==> config.mk <==
export PLATFORM = sky130hd
export DESIGN_NAME = countdown_timer_flat
export DESIGN_NICKNAME = d
export VERILOG_FILES = /design/src/rtl/countdown_pkg.sv /design/src/rtl/countdown_timer_if.sv /design/src/rtl/countdown_timer.sv /design/src/flat_wrapper.sv
export SDC_FILE = /design/constraint.sdc
export NUM_CORES = 1
export LEC_CHECK = 0
export CAP_MARGIN = 10
export CORE_AREA = 8 8 46 48
export CTS_BUF_LIST = sky130_fd_sc_hd__clkbuf_2 sky130_fd_sc_hd__clkbuf_4 sky130_fd_sc_hd__clkbuf_8
export CTS_CLUSTER_DIAMETER = 50
export DETAILED_ROUTE_END_ITERATION = 7
export DIE_AREA = 0 0 54 56
export PLACE_DENSITY = 0.75
export SYNTH_ARGS = -nofsm -noshare
export SYNTH_HDL_FRONTEND = slang
export SYNTH_SLANG_ARGS = --single-unit
==> constraint.sdc <==
create_clock -name clock -period 1.9 [get_ports clock]
set_input_delay 0.38 -clock clock [delete_from_list [all_inputs] [get_ports clock]]
set_output_delay 0.38 -clock clock [all_outputs]
set_load 0.02 [all_outputs]
==> src/rtl/countdown_pkg.sv <==
// Shared types and defaults for the loadable countdown timer.
package countdown_pkg;

  localparam int DEFAULT_WIDTH = 4;

  typedef enum logic [1:0] {
    IDLE = 2'd0,
    RUN  = 2'd1,
    DONE = 2'd2
  } state_t;

endpackage

==> src/rtl/countdown_timer_if.sv <==
// Control/status bundle between the timer and whatever loads and observes it.
interface countdown_timer_if #(
  parameter int WIDTH = 4
);
  logic             load;
  logic [WIDTH-1:0] load_value;
  logic             enable;
  logic             auto_reload;
  logic [WIDTH-1:0] counter_out;
  logic             underflow_out;
  logic             done_out;
  logic             busy_out;

  modport master (
    output load, load_value, enable, auto_reload,
    input  counter_out, underflow_out, done_out, busy_out
  );

  modport slave (
    input  load, load_value, enable, auto_reload,
    output counter_out, underflow_out, done_out, busy_out
  );
endinterface

==> src/rtl/countdown_timer.sv <==
// Loadable down-counter: one-cycle pulse at terminal count, then either a sticky
// done flag or an automatic reload for periodic ticks.
module countdown_timer
  import countdown_pkg::*;
#(
  parameter int WIDTH = DEFAULT_WIDTH
) (
  input  logic              clock,
  input  logic              reset,
  countdown_timer_if.slave  bus
);

  localparam logic [WIDTH-1:0] ONE = {{(WIDTH-1){1'b0}}, 1'b1};

  state_t           state_q;
  logic [WIDTH-1:0] count_q;
  logic [WIDTH-1:0] reload_q;
  logic             underflow_q;
  logic             done_q;
  logic             busy_q;

  logic [WIDTH-1:0] count_dec_d;
  logic             at_terminal;

  // Zero is never decremented: the count leaves 1 by reload or by stopping.
  assign at_terminal = (count_q == ONE);
  assign count_dec_d = count_q - ONE;

  always_ff @(posedge clock) begin
    if (reset) begin
      state_q     <= IDLE;
      count_q     <= '0;
      reload_q    <= '0;
      underflow_q <= 1'b0;
      done_q      <= 1'b0;
      busy_q      <= 1'b0;
    end else begin
      underflow_q <= 1'b0;
      if (bus.load) begin
        reload_q <= bus.load_value;
        count_q  <= bus.load_value;
        if (bus.load_value != '0) begin
          state_q <= RUN;
          busy_q  <= 1'b1;
          done_q  <= 1'b0;
        end else begin
          // A zero load is an immediate terminal count.
          state_q     <= DONE;
          busy_q      <= 1'b0;
          done_q      <= 1'b1;
          underflow_q <= 1'b1;
        end
      end else if (state_q == RUN && bus.enable) begin
        if (at_terminal) begin
          underflow_q <= 1'b1;
          if (bus.auto_reload) begin
            count_q <= reload_q;
          end else begin
            count_q <= '0;
            state_q <= DONE;
            busy_q  <= 1'b0;
            done_q  <= 1'b1;
          end
        end else begin
          count_q <= count_dec_d;
        end
      end
    end
  end

  assign bus.counter_out   = count_q;
  assign bus.underflow_out = underflow_q;
  assign bus.done_out      = done_q;
  assign bus.busy_out      = busy_q;

endmodule

==> src/flat_wrapper.sv <==
// flat-port wrapper written by rule: the top's interface ports become plain ports
module countdown_timer_flat import countdown_pkg::*;
#(
  parameter int WIDTH = DEFAULT_WIDTH
)
  (clock, reset, bus_load, bus_load_value, bus_enable, bus_auto_reload, bus_counter_out, bus_underflow_out, bus_done_out, bus_busy_out);
  countdown_timer_if #(.WIDTH(WIDTH)) bus_i ();
  input  logic clock;
  input  logic reset;
  input wire logic [$bits(bus_i.load)-1:0] bus_load;
  input wire logic [$bits(bus_i.load_value)-1:0] bus_load_value;
  input wire logic [$bits(bus_i.enable)-1:0] bus_enable;
  input wire logic [$bits(bus_i.auto_reload)-1:0] bus_auto_reload;
  output wire logic [$bits(bus_i.counter_out)-1:0] bus_counter_out;
  output wire logic [$bits(bus_i.underflow_out)-1:0] bus_underflow_out;
  output wire logic [$bits(bus_i.done_out)-1:0] bus_done_out;
  output wire logic [$bits(bus_i.busy_out)-1:0] bus_busy_out;
  assign bus_i.load = bus_load;
  assign bus_i.load_value = bus_load_value;
  assign bus_i.enable = bus_enable;
  assign bus_i.auto_reload = bus_auto_reload;
  assign bus_counter_out = bus_i.counter_out;
  assign bus_underflow_out = bus_i.underflow_out;
  assign bus_done_out = bus_i.done_out;
  assign bus_busy_out = bus_i.busy_out;
  countdown_timer #(.WIDTH(WIDTH)) u_core (.clock(clock), .reset(reset), .bus(bus_i));
endmodule
==> flow_metrics.env, run 1 <==
export IMPL_hold_buffers=0
export IMPL_arrival_ps=1390
export IMPL_power_density_mw_per_mm2=704
export IMPL_grt_pass1_wl_um=2250
export IMPL_synth_yosys_seq_area_share_pct=37.4
export IMPL_cts_max_level=1
export IMPL_setup_viol=0
export IMPL_syn_nets=79
export IMPL_synth_warnings=0
export IMPL_status="complete, no violations"
export IMPL_fmax_mhz=564
export IMPL_io_pins=16
export IMPL_clkSinkCount=11
export IMPL_critPathCaptureType="output pin"
export IMPL_die_area_mm2=0.00302
export IMPL_maxCapViolCount=0
export IMPL_cts_root_buf="clkbuf_4"
export IMPL_synth_top_cell_by_area="dfxtp_1"
export IMPL_post_cts_setup_buffers=0
export IMPL_grt_pass1_vias=515
export IMPL_ys_async_sr_fraction_pct=0
export IMPL_crit_family="buffers and inverters"
export IMPL_leakage_uw=0.000312
export IMPL_drive_gt1_share_pct=10.5
export IMPL_initial_core_util_pct=40.9
export IMPL_io_buffers=15
export IMPL_critPathKind="reg2out"
export IMPL_max_slew_margin_pct=70.1
export IMPL_routed_via_density=5.17
export IMPL_gp_routability_congestion=0.770
export IMPL_hp_class="reg2reg"
export IMPL_min_period_over_period_pct=93.3
export IMPL_synth_avg_cell_area_um2=8.65
export IMPL_critPathSlowestCell="clkdlybuf4s50_1"
export IMPL_drt_wl_total_um=1320
export IMPL_rows=14
export IMPL_met1_length_um=596
export IMPL_seq_area_um2=220
export IMPL_path_clk_slew_ps=70
export IMPL_worstPathMaxFanout=6
export IMPL_first_pass_iters=4
export IMPL_layout_nets=98
export IMPL_power_frac_comb_pct=22.5
export IMPL_ys_flop_type="dfxtp_1"
export IMPL_p_sw_share_pct=26.7
export IMPL_die_y_um=56
export IMPL_die_x_um=54
export IMPL_wl_met2_um=606
export IMPL_critical_path_required_ps=1520
export IMPL_yosysMostFrequentCell="dfxtp_1"
export IMPL_synth_edf_count=0
export IMPL_antenna_found_initial=0
export IMPL_slowest_delay_ps=660
export IMPL_num_vias=527
export IMPL_grt_overflow=0
export IMPL_multi_input_area_um2=329
export IMPL_dr_wl_met3_um=91
export IMPL_drc=0
export IMPL_cts_made_buffers=3
export IMPL_tritoncts="done"
export IMPL_grt_setup_unrepaired="false"
export IMPL_pwr_share_clk_pct=30.8
export IMPL_synthDistinctLibCells=29
export IMPL_worstPathCellList="clkdlybuf4s50_1"
export IMPL_p_total_uw=556
export IMPL_core_area_mm2=0.00144
export IMPL_maxSlewViolCount=0
export IMPL_wl_per_cell_um=13.0
export IMPL_max_vdd_ir_drop_mv=0.428
export IMPL_fillCellCount=137
export IMPL_synthToLayoutAreaGrowth_pct=34.5
export IMPL_worst_setup_path_start_kind="flip-flop"
export IMPL_fin_crit_ps=1770
export IMPL_drtIter0Drc=6
export IMPL_finalHoldViolCount=0
export IMPL_seqPwrFrac_pct=46.7
export IMPL_grt_usage_pct=9.62
export IMPL_hpwl_um=994
export IMPL_fin_ws_ps=127
export IMPL_cp_num_buf_inv=1
export IMPL_ant_nets=0
export IMPL_clk_latency_ps=260
export IMPL_syn_inst=68
export IMPL_detailedPlace_worstSlack_ps=84.9
export IMPL_clockBufferDepth=2
export IMPL_top_layer="met4"
export IMPL_diodes=0
export IMPL_post_cts_resized=0
export IMPL_grt_max_degree=18
export IMPL_yosys_top_cells_count="dfxtp_1, a21oi_1, nor2_1, inv_1"
export IMPL_p_sw_uw=149
export IMPL_worstMarginPinSlew_ps=447
export IMPL_ys_ff_latch=11
export IMPL_tns_ps=0
export IMPL_finClkSkew_ps=5.06
export IMPL_synthesis_area_um2=588
export IMPL_p_int_uw=408
export IMPL_yosysTopAreaCellShare_pct=37.4
export IMPL_synthTopCellsByArea="dfxtp_1, a21oi_1, mux2i_1"
## final cells by class
type	instances	area share [%]
Timing Repair Buffer	18	21.8
Inverter	5	2.37
Multi-Input combinational cell	48	41.6
Sequential cell	11	27.8
Clock buffer	4	3.80
Tap cell	16	2.53
## layer usage
layer / GRT usage [%] / vias to the layer above
met5: 0 / -
met4: 7.39 / 0
met3: 1.34 / 2
met2: 14.3 / 15
met1: 11.7 / 235
li1: - / 275
## stage by stage
stage	hold slack, ps	instances	cell area (um2)	utilization [%]
after floorplan	450	68	588	-
after global placement	459	98	761	53.0
after detailed placement	465	98	761	53.0
after CTS	478	102	791	55.1
after global routing	499	102	791	55.1
final	478	102	791	55.1
## kinds of logic after synthesis
logic type	share of synthesized area, %
multiplexers	5.11
AND/OR/NAND/NOR	26.8
buffers and inverters	6.60
AO/OA/AOI/OAI	19.8
adder cells (fa/ha/maj)	4.25
flip-flops	37.4
## power by group through the flow
stage	logic (uW)	registers, uW	clock network (uW)
after global placement	124	265	0
after global routing	138	262	196
after detailed placement	125	266	0
after CTS	126	260	179
final	125	260	171
after floorplan	62.3	275	0
## worst paths after layout
kind,from,end,slack (ps),cells after the start
hold / removal,u_core.reload_q[1],u_core.reload_q[1],480,2
hold reg to reg,u_core.reload_q[1],u_core.reload_q[1],480,2
setup / recovery,u_core.bus.counter_out[2],bus_counter_out[2],130,1
setup reg to reg,u_core.bus.counter_out[0],u_core.bus.counter_out[0],270,5
## sequential cells by signal, summed over array words and instances (netlist names)
name	cells
u_core.state_q	2
u_core.bus.underflow_out	1
u_core.reload_q	4
u_core.bus.counter_out	4
## cell usage in the layout, fill, tap and decap left out, drive strengths merged, types with 2 or more instances in the layout
| cell type | instances |
|---|---|
| clkdlybuf4s50 | 15 |
| dfxtp | 11 |
| nor2 | 7 |
| inv | 5 |
| nor3b | 2 |
| buf | 3 |
| clkbuf | 4 |
| a311o | 2 |
| ha | 2 |
| nand2b | 3 |
| mux2i | 3 |
| a21oi | 9 |
| nand3 | 3 |
| nand2 | 3 |
No activity file was read; power rests on OpenSTA's default activity.
==> inputs of run 2 (changes only) <==
--- a/config.mk
+++ b/config.mk
@@ -12,6 +12,7 @@
 export DETAILED_ROUTE_END_ITERATION = 7
 export DIE_AREA = 0 0 54 56
 export PLACE_DENSITY = 0.75
+export SKIP_LAST_GASP = 1
 export SYNTH_ARGS = -nofsm -noshare
 export SYNTH_HDL_FRONTEND = slang
 export SYNTH_SLANG_ARGS = --single-unit
==> results of run 2 <==
No change in the layout: final DEF, timing and power equal those of run 1.
==> inputs of run 3 (changes only) <==
--- a/config.mk
+++ b/config.mk
@@ -12,6 +12,7 @@
 export DETAILED_ROUTE_END_ITERATION = 7
 export DIE_AREA = 0 0 54 56
 export PLACE_DENSITY = 0.75
+export RECOVER_POWER = 50
 export SKIP_LAST_GASP = 1
 export SYNTH_ARGS = -nofsm -noshare
 export SYNTH_HDL_FRONTEND = slang
==> run 3 against run 2 <==
Effect of this change: total power decreased by 0.32%; flip-flop and latch count unchanged; clock power about the same; final area fell by 0.47%; utilization decreased by 0.26 points; wire length fell by 0.38%; clock skew hardly changed; largest cell class unchanged; largest power group unchanged.
==> flow_metrics.env, run 3 (synthesis results as in run 1) <==
export IMPL_diodes=0
export IMPL_cts_made_buffers=3
export IMPL_critPathCaptureType="output pin"
export IMPL_drive_gt1_share_pct=9.30
export IMPL_drtIter0Drc=7
export IMPL_cts_max_level=1
export IMPL_r2r_start="u_core.bus.counter_out[0]"
export IMPL_grt_usage_pct=9.62
export IMPL_setup_viol=0
export IMPL_r2r_slack_ps=270
export IMPL_die_area_mm2=0.00302
export IMPL_cp_num_buf_inv=1
export IMPL_hpwl_um=994
export IMPL_hold_start="u_core.reload_q[1]"
export IMPL_arrival_ps=1390
export IMPL_first_pass_iters=4
export IMPL_mostFrequentLayoutCell="clkdlybuf4s50_1"
export IMPL_fmax_mhz=564
export IMPL_cts_root_buf="clkbuf_4"
export IMPL_detailedPlace_worstSlack_ps=84.9
export IMPL_finalHoldViolCount=0
export IMPL_antenna_found_initial=0
export IMPL_path_clk_slew_ps=70
export IMPL_layout_nets=98
export IMPL_worstPathCellList="clkdlybuf4s50_1"
export IMPL_pwr_share_clk_pct=30.9
export IMPL_power_frac_comb_pct=22.3
export IMPL_max_vdd_ir_drop_mv=0.428
export IMPL_final_cell_mix="clkdlybuf4s50_1, dfxtp_1, a21oi_1"
export IMPL_core_area_mm2=0.00144
export IMPL_critPathKind="reg2out"
export IMPL_seqPwrFrac_pct=46.9
export IMPL_tns_ps=0
export IMPL_initial_core_util_pct=40.9
export IMPL_num_vias=527
export IMPL_worstPathMaxFanout=6
export IMPL_post_cts_resized=0
export IMPL_worst_setup_path_start_kind="flip-flop"
export IMPL_hold_buffers=0
export IMPL_gp_routability_congestion=0.770
export IMPL_grtUsageMet1_pct=11.7
export IMPL_min_period_over_period_pct=93.3
export IMPL_routed_via_density=5.17
export IMPL_cp_startpoint="u_core.bus.counter_out[2]"
export IMPL_grt_max_degree=18
export IMPL_status="complete, no violations"
export IMPL_die_y_um=56
export IMPL_crit_family="buffers and inverters"
export IMPL_grt_setup_unrepaired="false"
export IMPL_p_sw_uw=149
export IMPL_drt_wl_total_um=1320
export IMPL_min_to="u_core.reload_q[1]"
export IMPL_hp_class="reg2reg"
export IMPL_grt_pass1_vias=515
export IMPL_globalRouteMet3Util_pct=1.34
export IMPL_critical_path_required_ps=1520
export IMPL_power_density_mw_per_mm2=705
export IMPL_post_cts_setup_buffers=0
export IMPL_grt_overflow=0
export IMPL_p_int_uw=406
export IMPL_maxCapViolCount=0
export IMPL_p_sw_share_pct=26.8
export IMPL_rows=14
export IMPL_synthToLayoutAreaGrowth_pct=33.8
export IMPL_fin_crit_ps=1770
export IMPL_finClkSkew_ps=5.05
export IMPL_grt_pass1_wl_um=2250
export IMPL_worstMarginPinSlew_ps=758
export IMPL_io_pins=16
export IMPL_fin_ws_ps=127
export IMPL_grt_busiest_layer="met2"
export IMPL_clkSinkCount=11
export IMPL_die_x_um=54
export IMPL_leakage_uw=0.000311
export IMPL_critPathSlowestCell="clkdlybuf4s50_1"
export IMPL_worstRegToRegCells=5
export IMPL_ant_nets=0
export IMPL_max_slew_margin_pct=49.5
export IMPL_tritoncts="done"
export IMPL_p_total_uw=555
export IMPL_slowest_delay_ps=660
export IMPL_io_buffers=15
export IMPL_r2r_end="u_core.bus.counter_out[0]"
export IMPL_drc=0
export IMPL_clk_latency_ps=260
export IMPL_wl_per_cell_um=12.9
export IMPL_min_path_cells=2
export IMPL_clockBufferDepth=2
export IMPL_met2_usage_pct=14.3
export IMPL_maxSlewViolCount=0
## run 3: changes by cell type in the layout (fill, tap and decap cells not counted)
| cell | before | now |
|---|---|---|
| buf_4 | 3 | 2 |
| clkbuf_1 | 0 | 1 |
| clkdlybuf4s50_1 | 15 | 13 |
| dlygate4sd3_1 | 0 | 2 |
## run 3: stage by stage
stage	util [%]	instance area (um2)	std cells	hold WS, ps
6_report	54.8	787	102	478
5_1_grt	54.8	787	102	499
4_1_cts	55.1	791	102	478
3_5_place_dp	53.0	761	98	465
3_3_place_gp	53.0	761	98	459
2_1_floorplan	-	588	68	450
## run 3: worst max-delay path by stage
stage	endpoint	slack [ps]	depth (start not counted)
floorplan	u_core.bus.counter_out[1]	280	6
global placement	u_core.state_q[1]	80	4
detailed placement	u_core.state_q[1]	80	4
CTS	bus_counter_out[2]	100	1
global route	bus_counter_out[2]	50	1
finish	bus_counter_out[2]	130	1
## run 3: area by class of cell
cell class                 count  area [um2]
fill                         139         649
multi-input combinational     48         329
sequential                    11         220
timing repair buffer          18         169
clock buffer                   4        30.0
tap                           16        20.0
inverter                       5        18.8
## run 3: power groups by stage
| stage | combinational, uW | clock, uW | sequential, uW |
|---|---|---|---|
| final | 124 | 171 | 260 |
| after global routing | 136 | 196 | 262 |
| after CTS | 126 | 179 | 260 |
| after detailed placement | 125 | 0 | 266 |
| after global placement | 124 | 0 | 265 |
| after floorplan | 62.3 | 0 | 275 |
## run 3: routing by layer
layer	vias up	wire [um]
met2	15	605
li1	275	-
met3	2	90
met4	0	27
met1	235	594
met5	-	0
